### config.mk
export PLATFORM = sky130hd
export DESIGN_NAME = center_integrator
export DESIGN_NICKNAME = d
export VERILOG_FILES = /design/src/rtl/center_integrator.sv
export SDC_FILE = /design/constraint.sdc
export NUM_CORES = 1
export LEC_CHECK = 0
export CAP_MARGIN = 20
export CELL_PAD_IN_SITES_DETAIL_PLACEMENT = 1
export CELL_PAD_IN_SITES_GLOBAL_PLACEMENT = 1
export CORE_MARGIN = 2
export CORE_UTILIZATION = 38
export CTS_CLUSTER_DIAMETER = 100
export DETAILED_ROUTE_END_ITERATION = 10
export PLACE_DENSITY_LB_ADDON = 0.1
export SYNTH_ARGS = -nofsm -noshare
export SYNTH_HDL_FRONTEND = slang
export SYNTH_SLANG_ARGS = --single-unit
### constraint.sdc
create_clock -name clk -period 2.9 [get_ports clk]
set_input_delay 0.435 -clock clk [delete_from_list [all_inputs] [get_ports clk]]
set_output_delay 0.435 -clock clk [all_outputs]
set_load 0.02 [all_outputs]
### src/rtl/center_integrator.sv
// center_integrator
//   Rebuilds a sample stream x[n] from central-derivative samples
//   d[n] = (x[n+1] - x[n-1]) / 2^HALVED using the recurrence
//   x[n+1] = x[n-1] + (d[n] << HALVED), seeded with x[-1] and x[0].
//   Results are saturated to the OUT_BITS signed range, and the clipped
//   value is what feeds back into the recurrence.
//
// Ports
//   clk        : rising-edge clock
//   rst_n      : asynchronous active-low reset
//   start      : in IDLE, loads seed_m1/seed_0, clears sat_flag/count_o, goes to RUN
//   clr        : synchronous return to IDLE (drops out_valid); beats start and accept
//   seed_m1    : x[-1], sampled on start
//   seed_0     : x[0], sampled on start
//   IN_der     : signed derivative sample
//   in_valid   : IN_der valid
//   in_ready   : derivative is accepted this cycle when in_valid is also high
//   out_sample : reconstructed x[n+1], registered
//   out_valid  : out_sample valid
//   out_ready  : consumer accepts out_sample
//   sat_flag   : sticky, set when any result was clipped
//   count_o    : number of accepted derivatives (16-bit, wraps)
module center_integrator #(
  parameter int Nbits    = 8,
  parameter int OUT_BITS = 12,
  parameter int HALVED   = 1
) (
  input  logic                       clk,
  input  logic                       rst_n,
  input  logic                       start,
  input  logic                       clr,
  input  logic signed [OUT_BITS-1:0] seed_m1,
  input  logic signed [OUT_BITS-1:0] seed_0,
  input  logic signed [Nbits-1:0]    IN_der,
  input  logic                       in_valid,
  output logic                       in_ready,
  output logic signed [OUT_BITS-1:0] out_sample,
  output logic                       out_valid,
  input  logic                       out_ready,
  output logic                       sat_flag,
  output logic [15:0]                count_o
);

  localparam logic signed [OUT_BITS-1:0] SAT_MAX = {1'b0, {(OUT_BITS-1){1'b1}}};
  localparam logic signed [OUT_BITS-1:0] SAT_MIN = {1'b1, {(OUT_BITS-1){1'b0}}};

  typedef enum logic {S_IDLE, S_RUN} state_t;

  state_t                       r_state;
  logic signed [OUT_BITS-1:0]   r_x_m1;
  logic signed [OUT_BITS-1:0]   r_x_0;
  logic signed [OUT_BITS-1:0]   r_out;
  logic                         r_out_valid;
  logic                         r_sat;
  logic [15:0]                  r_count;

  logic                         w_in_ready;
  logic                         w_accept;
  logic signed [OUT_BITS:0]     w_der_ext;
  logic signed [OUT_BITS:0]     w_s;
  logic signed [OUT_BITS:0]     w_sum;
  logic signed [OUT_BITS-1:0]   w_res;
  logic                         w_clip;

  // The sum is one bit wider than the result; overflow shows up as the
  // top two bits disagreeing.
  function automatic logic is_clipped(input logic signed [OUT_BITS:0] v);
    return v[OUT_BITS] != v[OUT_BITS-1];
  endfunction

  function automatic logic signed [OUT_BITS-1:0] sat_result(input logic signed [OUT_BITS:0] v);
    if (is_clipped(v)) begin
      return v[OUT_BITS] ? SAT_MIN : SAT_MAX;
    end
    return v[OUT_BITS-1:0];
  endfunction

  // A new derivative can enter when the output register is free or is
  // being drained in the same cycle.
  assign w_in_ready = (r_state == S_RUN) && (!r_out_valid || out_ready);
  assign w_accept   = in_valid && w_in_ready;

  // Widen d to OUT_BITS+1 before shifting; with OUT_BITS > Nbits+HALVED
  // the shifted value and the sum both fit without wrapping.
  assign w_der_ext = {{(OUT_BITS+1-Nbits){IN_der[Nbits-1]}}, IN_der};
  assign w_s       = w_der_ext <<< HALVED;
  assign w_sum     = {r_x_m1[OUT_BITS-1], r_x_m1} + w_s;
  assign w_res     = sat_result(w_sum);
  assign w_clip    = is_clipped(w_sum);

  always_ff @(posedge clk or negedge rst_n) begin
    if (!rst_n) begin
      r_state     <= S_IDLE;
      r_x_m1      <= '0;
      r_x_0       <= '0;
      r_out       <= '0;
      r_out_valid <= 1'b0;
      r_sat       <= 1'b0;
      r_count     <= '0;
    end else if (clr) begin
      // Seeds, flag and count are kept so they can still be inspected.
      r_state     <= S_IDLE;
      r_out_valid <= 1'b0;
    end else begin
      case (r_state)
        S_IDLE: begin
          if (start) begin
            r_x_m1  <= seed_m1;
            r_x_0   <= seed_0;
            r_sat   <= 1'b0;
            r_count <= '0;
            r_state <= S_RUN;
          end
        end
        S_RUN: begin
          if (w_accept) begin
            r_out       <= w_res;
            r_out_valid <= 1'b1;
            r_x_m1      <= r_x_0;
            r_x_0       <= w_res;
            r_count     <= r_count + 16'd1;
            if (w_clip) begin
              r_sat <= 1'b1;
            end
          end else if (out_ready) begin
            r_out_valid <= 1'b0;
          end
        end
        default: r_state <= S_IDLE;
      endcase
    end
  end

  assign in_ready   = w_in_ready;
  assign out_sample = r_out;
  assign out_valid  = r_out_valid;
  assign sat_flag   = r_sat;
  assign count_o    = r_count;

endmodule

# [Word-level counts from Yosys, hierarchy flattened]
# Cells that the tools add are included.
[totals] ff_bits=55 in_bits=38 out_inout_bits=31
[op_classes] add_sub_neg=2 eq_ne=4 n_mux=24 bitwise=2 n_reduce_logical=10
[ops] cell="2-to-1 mux 12 bit" n=7
[ops] cell="one-hot mux 12 bit (2 select lines)" n=2
[ops] cell="2-to-1 mux 16 bit" n=2
[ops] cell="one-hot mux 16 bit (2 select lines)" n=1
[ops] cell="adder 16 x 1 -> 16 bit (second input constant)" n=1
[ops] cell="adder 12 x 9 -> 13 bit" n=1
[ops] cell="2-to-1 mux 1 bit" n=11
[ops] cell="AND reduction 3 bit" n=2
[ops] cell="inequality test 2 x 1 -> 1 bit (second input constant)" n=2
[ops] cell="AND reduction 4 bit" n=1
[ops] cell="nonzero test 3 bit" n=1
[ops] cell="logical AND 1 bit" n=2
[ops] cell="inequality test 2 bit (second input constant)" n=1
[ops] cell="NOT 1 bit" n=2
[ops] cell="one-hot mux 1 bit (2 select lines)" n=1
[ops] cell="AND reduction 2 bit" n=1
[ops] cell="nonzero test 2 bit" n=1
[ops] cell="logical NOT 1 bit" n=1
[ops] cell="logical OR 1 bit" n=1
[ops] cell="inequality test 1 bit" n=1

# [Longest topological paths before layout]
# Gate-level depths: netlist of the first run.
[logic_depth] ltp_word=7 depth_mapped=9

# [Worst setup path before layout of the first run]
# OpenSTA, ideal clock, no wires.
[synth_timing] path_kind="input-to-reg" start="in IN_der[0]" end="reg r_x_0[4]" setup_time_ps=94 arrival_ps=2430 required_time_ps=2806 slack_ps=376 stages=9 cell_sequence="ha_1 -> fa_1 -> a21o_1 -> a221oi_2 -> o21ai_2 -> a211oi_2 -> nor3_2 -> buf_6 -> a221oi_2"
[synth_via] elab_chain_cells=6 elab_cells_between_ends=8
[synth_lines] item="start: declaration" line_no="34" rtl="input logic signed [Nbits-1:0] IN_der,"
[synth_lines] item="adder 12 x 9 -> 13 bit *" line_no="87" rtl="assign w_sum = {r_x_m1[OUT_BITS-1], r_x_m1} + w_s;"
[synth_lines] item="2-to-1 mux 12 bit / inequality test 1 bit (equally long branches)" line_no="73, 68"
[synth_lines] item="2-to-1 mux 12 bit / 2-to-1 mux 1 bit (equally long branches)" line_no="72" rtl="if (is_clipped(v)) begin"
[synth_lines] item="2-to-1 mux 12 bit *" line_no="75" rtl="return v[OUT_BITS-1:0];"
[synth_lines] item="2-to-1 mux 12 bit *" line_no="116" rtl="if (w_accept) begin"
[synth_lines] item="one-hot mux 12 bit (2 select lines) *" line_no="105" rtl="case (r_state)"
[synth_lines] item="end signal: assignment" line_no="120" rtl="r_x_0 <= w_res;"
[synth_lines] item="end: declaration" line_no="51" rtl="logic signed [OUT_BITS-1:0] r_x_0;"
# Mark *: on every way between the ends. The rest lies on a longest branch, timed or not. The select of a mux whose other input is x is not followed.
# A chain may end at the register's enable or synchronous reset.

# [Final worst setup path of the first run]
[layout_timing] start="in IN_der[0]" end="reg r_x_0[7]"
# The elaborated chain is that of the path after synthesis.

==> flow_metrics.tcl, run 1 <==
set metrics [dict create \
    place.gp.congestion 0.830 \
    via_per_inst 5.26 \
    dieHeight_um 94.8 \
    slowest_delay_ps 400 \
    drtIter0Drc 64 \
    synth-async-reset-ratio_pct 100 \
    drv_cap 0 \
    critical_path_class "in -> reg" \
    cp.arrival_ps 2940 \
    cts_tree "built" \
    ctsResizeCount 0 \
    p_comb_share_pct 44.9 \
    avgRoutedWirePerCell_um 16.1 \
    grt_pass1_wl_um 14200 \
    rsz0062_at_grt "no" \
    timing.fmax_mhz 368 \
    syn_inst 335 \
    p_switching_mw 1.03 \
    synthesis.nets 386 \
    clkPwrFrac_pct 15.8 \
    fp.dieW_um 94.8 \
    synthToLayoutAreaGrowth_pct 33.1 \
    p_int_mw 1.69 \
    cts.htree.levels 2 \
    die-area_sq_mm 0.00898 \
    synthFlopType "dfrtp_1" \
    timing.slew.headroom_pct 61.2 \
    ys_warn_count 0 \
    r2r_cells 10 \
    setup-tns-final_ps 0 \
    synth_cell_types 47 \
    switching_share_pct 38.0 \
    cp.depth 11 \
    n_antenna_cell 0 \
    yosys-top-cells-area "dfrtp_1 44%, nor2_1 7.1%, a21oi_1 5.3%, ha_1 4.8%, mux2i_1 3.8%" \
    ys_seq_area_share_pct 44.0 \
    clock_path_buffers 2 \
    synth_area_per_cell_sq_um 9.34 \
    cp_top_family "compound AO/OA/AOI/OAI gates" \
    grt_overflow 0 \
    status "completed" \
    end_kind "register" \
    skew_ps 10.9 \
    ir_worst_vdd_mv 0.309 \
    port_buffers 68 \
    multi_input_area_sq_mm 0.00167 \
    drt_wl_total_um 8450 \
    period_share_pct 93.7 \
    dpl.hpwl_um 6330 \
    setup_viol 0 \
    fin_ws_ps 183 \
    path_buf_inv 3 \
    drc 0 \
    cts-root-buf "clkbuf_8" \
    leakage_nw 1.77 \
    coreArea_sq_mm 0.00809 \
    grt_pass1_vias 2940 \
    syn-cell-area_sq_mm 0.00313 \
    synth_edf_count 0 \
    ios 69 \
    clock_sinks 55 \
    cp_cell_sequence "clkdlybuf4s50_1, ha_1, fa_1, a21o_1, a221oi_2, buf_4, o21ai_2, a211oi_2, nor3_2, buf_12, a221oi_2" \
    post-place-ws_ps -126 \
    drive_gt1_share_pct 13.1 \
    yosysTopAreaCellShare_pct 44.0 \
    initial_core_util_pct 38.7 \
    utilization_pct 51.5 \
    hold_buffers 0 \
    power_density_mw_per_mm2 652 \
    grt_max_degree 38 \
    required_ps 3120 \
    drt_first_pass_iters 4 \
    num-nets-final 470 \
    grt_use_total_pct 20.2 \
    cts-buffers-inserted 5 \
    antenna_found_initial 0 \
    hold_class "in -> async" \
    yosysTopAreaCell "dfrtp_1" \
    fin_crit_ps 2720 \
    drv_slew 0 \
    critPathMostFrequentCell "a221oi_2" \
    dr_total_vias 2760 \
    synth_seq_cells 55 \
    dp.cells 517 \
    seqPwrFrac_pct 39.2 \
    core.rowCount 33 \
    tightestPinTransition_ps 577 \
    clk_pin_slew_ps 100 \
    final-hold-violation-count 0 \
    final_cell_count_no_fill 525 \
    ant_nets 0 \
    path_max_fanout 20 \
    cp-start-kind "input port" \
    nFillCells 951 \
    seq_area_sq_mm 0.00138 \
    clk_latency_ps 320 \
    post_cts_buffers 0 \
    slowest_stage "clkdlybuf4s50_1" \
]
[layout make-up]
cell class              instances  share of cell area [%]
clock buffers                   6                    1.74
clock inverters                 2                   0.300
inverters                       5                   0.450
multi-input cells             257                    40.0
flip-flops and latches         55                    33.0
well taps                     105                    3.15
repair buffers                 95                    21.4
[routing by layer]
layer / track usage [%] / wire length, um / up-vias
met5: 0 / 0 / -
met4: 5.07 / 125 / 0
met3: 3.11 / 222 / 9
met2: 37.9 / 4420 / 48
met1: 23.8 / 3680 / 1351
li1: - / - / 1352
[metrics by stage]
stage	hold WS, ps	instance area [sq um]	total power [mW]
3_3_place_gp	410	4080	2.29
4_1_cts	59.3	4170	2.76
6_report	49.4	4170	2.72
5_1_grt	58.8	4170	2.92
3_5_place_dp	415	4080	2.31
2_1_floorplan	139	3130	1.78
[synthesized netlist by cell type, types with 7 or more instances]
library cell,count
a21oi_1,33
nor2_1,59
mux2i_1,12
ha_1,12
clkbuf_1,14
o21ai_0,16
xor2_1,9
a221oi_2,7
and3_1,7
nand2_1,22
dfrtp_1,55
nand3_1,16
xnor2_1,11
[sequential cells by signal, indices dropped and copies added (netlist names)]
register / cells
count_o: 16
out_sample: 12
r_x_0: 12
r_x_m1: 12
out_valid: 1
r_state: 1
sat_flag: 1
[cells by family (layout without fill, tap and decap cells)]
| family | count (synthesis) | after routing | synth area share (%) |
|---|---|---|---|
| AND/OR/NAND/NOR | 131 | 131 | 20.0 |
| AO/OA/AOI/OAI | 80 | 80 | 17.7 |
| flip-flops | 55 | 55 | 44.0 |
| buffers and inverters | 23 | 108 | 3.08 |
| XOR/XNOR | 20 | 20 | 5.60 |
| adder cells (fa/ha/maj) | 14 | 14 | 5.76 |
| multiplexers | 12 | 12 | 3.84 |
[power by group through the flow]
stage / clock network [mW] / registers, mW / logic, mW
after floorplan: 0 / 1.15 / 0.622
after global placement: 0 / 1.08 / 1.21
after detailed placement: 0 / 1.08 / 1.23
after CTS: 0.448 / 1.07 / 1.24
after global routing: 0.481 / 1.09 / 1.35
final: 0.431 / 1.07 / 1.22
[path summary, 6_finish.rpt]
kind / start / to / slack (ps)
worst max-delay path: IN_der[0] / r_x_0[7] / 180
worst min-delay path: rst_n / out_valid / 50
worst max register to register: r_x_m1[1] / r_x_0[7] / 300
worst min register to register: out_sample[11] / out_sample[11] / 500
max in group asynchronous: rst_n / r_x_0[9] / 2010
min in group clk: out_sample[11] / out_sample[11] / 500
[layout by cell type (no fill, tap or decap), types with 7 or more instances in the layout]
cell and instances:
a21oi_1 33, a221oi_2 7, and3_1 7, buf_4 26
clkdlybuf4s50_1 67, dfrtp_1 55, ha_1 12, mux2i_1 12
nand2_1 22, nand3_1 16, nor2_1 58, o21ai_0 16
xnor2_1 11, xor2_1 9
Power figures use the tool's default switching activity.
==> run 2: changes to the inputs <==
GPL_TIMING_DRIVEN = 0   (was not set)
REMOVE_ABC_BUFFERS = 1   (was not set)
==> run 2 against run 1 <==
Count of clock-buffer cells in the layout shrank 1. Die area is the same. Combinational power is essentially flat. First-iteration DRC count shrank 20%. Design area grew 0.90%. Clock skew grew 2.7 ps. Critical endpoint is now r_x_0[4].
==> flow_metrics.tcl, run 2 (synthesis results as in run 1) <==
set metrics [dict create \
    core.rowCount 33 \
    ant_nets 0 \
    rsz0062_at_grt "no" \
    drc 0 \
    power_density_mw_per_mm2 650 \
    die-area_sq_mm 0.00898 \
    dr_total_vias 2733 \
    cts_tree "built" \
    timing.fmax_mhz 360 \
    highest-signal-layer "met4" \
    critical_path_class "in -> reg" \
    setup-tns-final_ps 0 \
    final-hold-violation-count 0 \
    post_dp_cell_area_sq_mm 0.00397 \
    routedLengthMet1_um 3750 \
    grt_pass1_wl_um 13900 \
    path_max_fanout 10 \
    grt_use_total_pct 19.6 \
    initial_core_util_pct 38.7 \
    drt_first_pass_iters 4 \
    timing.slew.headroom_pct 43.3 \
    antenna_found_initial 0 \
    via_per_inst 5.34 \
    clock_sinks 55 \
    final_common_cell "clkdlybuf4s50_1" \
    leakage_nw 1.74 \
    required_ps 3130 \
    grt_pass1_vias 2825 \
    fin_crit_ps 2780 \
    slowest_delay_ps 410 \
    end_kind "register" \
    port_buffers 68 \
    largest_reg_flops 16 \
    fin_area_sq_mm 0.00421 \
    drt_wl_total_um 8360 \
    synthToLayoutAreaGrowth_pct 34.3 \
    hold_buffers 0 \
    coreArea_sq_mm 0.00809 \
    drtIter0Drc 51 \
    holdWs_ps 206 \
    ir_worst_vdd_mv 0.318 \
    grt_overflow 0 \
    cts-root-buf "clkbuf_8" \
    drive_gt1_share_pct 12.3 \
    n_antenna_cell 0 \
    slowest_stage "clkdlybuf4s50_1" \
    avgRoutedWirePerCell_um 16.3 \
    setup_viol 0 \
    cp.arrival_ps 3010 \
    period_share_pct 95.7 \
    grt_max_degree 35 \
    cts.htree.levels 2 \
    hold_class "in -> async" \
    design_power_total_mw 2.73 \
    cp-start-kind "input port" \
    clk_pin_slew_ps 120 \
    skew_ps 13.6 \
    ios 69 \
    status "completed" \
    place.gp.congestion 0.769 \
    fp.dieW_um 94.8 \
    num-nets-final 457 \
    dieHeight_um 94.8 \
    drv_cap 0 \
    cp_cell_sequence "clkdlybuf4s50_1, ha_2, fa_1, a21o_1, a221oi_4, o21ai_4, a211oi_4, buf_4, nor3_4, buf_12, a221oi_2" \
    clock_path_buffers 2 \
    final_cell_mix "67 x clkdlybuf4s50_1, 58 x nor2_1, 54 x dfrtp_1" \
    wl_met2_um 4290 \
    drv_slew 0 \
    clk_latency_ps 330 \
    wl_met3_um 247 \
    cts-buffers-inserted 5 \
    tightestPinTransition_ps 850 \
    dpl.hpwl_um 5860 \
]
run 2: changes by cell type in the layout (fill, tap and decap cells not counted), sizes merged:
cell	before	now
buf	28	14
nor3	5	6
clkinv	1	2
clkbuf	6	5
run 2: final timing paths:
check | startpoint | end | slack [ps] | cells past startpoint
min in group clk | out_sample[11] | out_sample[11] | 490 | 2
hold / removal | rst_n | count_o[15] | 210 | 1
setup / recovery | IN_der[0] | r_x_0[4] | 120 | 11
hold reg to reg | out_sample[11] | out_sample[11] | 490 | 2
setup reg to reg | r_x_m1[1] | r_x_0[4] | 260 | 10
max in group asynchronous | rst_n | r_x_m1[7] | 2090 | 2
run 2: power by group:
| part | internal [mW] | switching [mW] | total, mW |
|---|---|---|---|
| combinational | 0.554 | 0.667 | 1.22 |
| sequential | 0.941 | 0.110 | 1.05 |
| clock | 0.174 | 0.287 | 0.461 |
run 2: metrics by stage:
| stage | utilization (%) | setup WS [ps] | instances |
|---|---|---|---|
| 3_3_place_gp | 47.8 | -2360 | 490 |
| 4_1_cts | 51.6 | 41.6 | 510 |
| 5_1_grt | 52.0 | 4.02 | 512 |
| 3_5_place_dp | 49.0 | -804 | 494 |
| 6_report | 52.0 | 124 | 512 |
| 2_1_floorplan | - | -888 | 317 |
run 2: final cells by class:
| type | count | area [sq um] |
|---|---|---|
| Tap cell | 105 | 131 |
| Fill cell | 930 | 3890 |
| Inverter | 5 | 18.8 |
| Clock buffer | 5 | 68.8 |
| Clock inverter | 3 | 25.0 |
| Timing Repair Buffer | 81 | 850 |
| Sequential cell | 55 | 1380 |
| Multi-Input combinational cell | 258 | 1730 |
run 2: what timing repair did:
action                                  4_1_cts  5_1_grt
setup buffers                                 7        1
endpoints found under the setup margin       20       20
gates cloned                                  1        0
pin swaps                                     3        1
resized for setup                             6        5
run 2: metal layers:
| metal | track usage [%] | up-vias |
|---|---|---|
| met4 | 3.62 | 0 |
| met1 | 25.3 | 1349 |
| met3 | 3.03 | 8 |
| met5 | 0 | - |
| li1 | - | 1334 |
| met2 | 34.9 | 42 |
run 2: critical path, delay by kind of cell:
kind,cells,cell delay (ps)
buf+inv,3,740
fa+ha+maj,2,620
simple gates,1,50
compound gates,5,1160
==> run 3: changes to the inputs <==
ABC_CLOCK_PERIOD_IN_PS = 2900   (was not set)
CELL_PAD_IN_SITES_DETAIL_PLACEMENT = not set   (was 1)
CELL_PAD_IN_SITES_GLOBAL_PLACEMENT = not set   (was 1)
CORE_UTILIZATION = 51   (was 38)
PLACE_DENSITY = 0.81   (was not set)
PLACE_DENSITY_LB_ADDON = not set   (was 0.1)
==> run 3 against run 2 <==
Combinational power about the same. Fmax down 2.2%. Non-clock buffer count down 1. Sequential share of layout area up 0.53 points. First-iteration DRC count rose to 3.7 times the previous value. Worst hold slack worse by 100 ps. Design area down 1.7%. Sequential power about the same. Critical endpoint unchanged. Largest power group unchanged.
==> flow_metrics.tcl, run 3 (synthesis results as in run 1) <==
set metrics [dict create \
    grt_overflow 0 \
    leakage_nw 1.74 \
    fp.dieW_um 82.3 \
    ir_worst_vdd_mv 0.430 \
    dr_total_vias 2761 \
    timing.fmax_mhz 352 \
    drc 0 \
    ios 69 \
    ant_nets 0 \
    clock_sinks 55 \
    cts-root-buf "clkbuf_8" \
    slowest_stage "clkdlybuf4s50_1" \
    drv_cap 0 \
    largest_reg_flops 16 \
    dieHeight_um 82.3 \
    p_int_mw 1.83 \
    slowest_delay_ps 420 \
    coreArea_sq_mm 0.00592 \
    cp_cell_sequence "clkdlybuf4s50_1, ha_1, fa_1, a21o_1, a221oi_4, o21ai_2, a211oi_2, nor3_4, buf_4, a221oi_2" \
    n_antenna_cell 0 \
    holdWs_ps 103 \
    status "completed" \
    cts_tree "built" \
    grt_use_total_pct 23.9 \
    hold_buffers 0 \
    clk_pin_slew_ps 100 \
    drv_slew 0 \
    switching_share_pct 35.7 \
    num-nets-final 455 \
    fin_ws_ps 60.7 \
    fin_area_sq_mm 0.00413 \
    seq_area_sq_mm 0.00138 \
    final-hold-violation-count 0 \
    fin_crit_ps 2840 \
    cts.htree.levels 2 \
    final_common_cell "clkdlybuf4s50_1" \
    cp-start-kind "input port" \
    path_max_fanout 10 \
    port_buffers 68 \
    skew_ps 6.37 \
    p_comb_share_pct 41.9 \
    period_share_pct 97.9 \
    clock_path_buffers 2 \
    clk_latency_ps 310 \
    die-area_sq_mm 0.00678 \
    dp.cells 464 \
    final_cell_mix "67 x clkdlybuf4s50_1, 58 x nor2_1, 55 x dfrtp_1" \
    seqPwrFrac_pct 37.1 \
    multi_input_area_sq_mm 0.00169 \
    critical_path_class "in -> reg" \
    drt_wl_total_um 7640 \
    final_cell_count_no_fill 480 \
    required_ps 3120 \
    drtIter0Drc 190 \
    drt_first_pass_iters 5 \
    power_density_mw_per_mm2 688 \
    cp.arrival_ps 3060 \
    via_per_inst 5.75 \
    end_kind "register" \
    drive_gt1_share_pct 10.4 \
    post_dp_cell_area_sq_mm 0.00392 \
    initial_core_util_pct 52.9 \
    hold_class "in -> async" \
    p_switching_mw 1.02 \
    synthToLayoutAreaGrowth_pct 32.1 \
    grt_pass1_wl_um 12500 \
    antenna_found_initial 0 \
    setup_viol 0 \
    design_power_total_mw 2.84 \
    dpl.hpwl_um 5350 \
    utilization_pct 69.8 \
    setup-tns-final_ps 0 \
    post-place-ws_ps -739 \
    place.gp.congestion 0.843 \
    grt_pass1_vias 2698 \
    core.rowCount 28 \
    nFillCells 447 \
    cts-buffers-inserted 5 \
    avgRoutedWirePerCell_um 15.9 \
    clkPwrFrac_pct 21.0 \
    grt_max_degree 34 \
    tightestPinTransition_ps 737 \
    timing.slew.headroom_pct 50.6 \
]
[run 3: changes by cell type in the layout (fill, tap and decap cells not counted), sizes merged]
cell,delta
buf,-1
bufinv,+2
clkbuf,+1
clkinv,-2
clkinvlp,-1
nor3,-1
[run 3: critical path, delay by kind of cell]
kind | cells | cell delay (ps)
adders and majority gates | 2 | 660
and+or+nand+nor | 1 | 80
AOI/OAI and AO/OA | 5 | 1250
buffers and inverters | 2 | 610
[run 3: path summary, 6_finish.rpt]
kind	start	endpoint	slack, ps	cells past startpoint
max	IN_der[0]	r_x_0[4]	60	10
min	rst_n	out_sample[6]	100	1
max reg2reg	r_x_m1[1]	r_x_0[4]	240	9
min reg2reg	out_sample[11]	out_sample[11]	510	2
max in group asynchronous	rst_n	out_sample[3]	2240	2
min in group clk	out_sample[11]	out_sample[11]	510	2
[run 3: timing repair]
action,4_1_cts,5_1_grt
endpoints found under the setup margin,20,20
pin swaps,1,2
setup buffers,4,2
resized for setup,3,1
[run 3: cell type report]
cell class                      count  share of cell area (%)
Clock inverter                      2                    1.45
Inverter                            5                   0.454
Timing Repair Buffer               80                    20.0
Sequential cell                    55                    33.3
Tap cell                           75                    2.27
Clock buffer                        6                    1.76
Multi-Input combinational cell    257                    40.8
[run 3: power by group through the flow]
stage / Combinational (mW) / Clock (mW) / Sequential [mW]
after floorplan: 0.605 / 0 / 1.16
after global placement: 1.07 / 0 / 1.07
after detailed placement: 1.12 / 0 / 1.07
after CTS: 1.16 / 0.603 / 1.05
after global routing: 1.30 / 0.630 / 1.08
final: 1.19 / 0.596 / 1.05
[run 3: routing by layer]
layer | wire (um) | part of all wire, % | track usage, % | vias to the layer above
li1 | - | - | - | 1321
met1 | 3400 | 45 | 32.5 | 1339
met2 | 3770 | 49 | 40.6 | 92
met3 | 363 | 4.8 | 3.26 | 9
met4 | 102 | 1.3 | 5.50 | 0
met5 | 0 | 0 | 0 | -
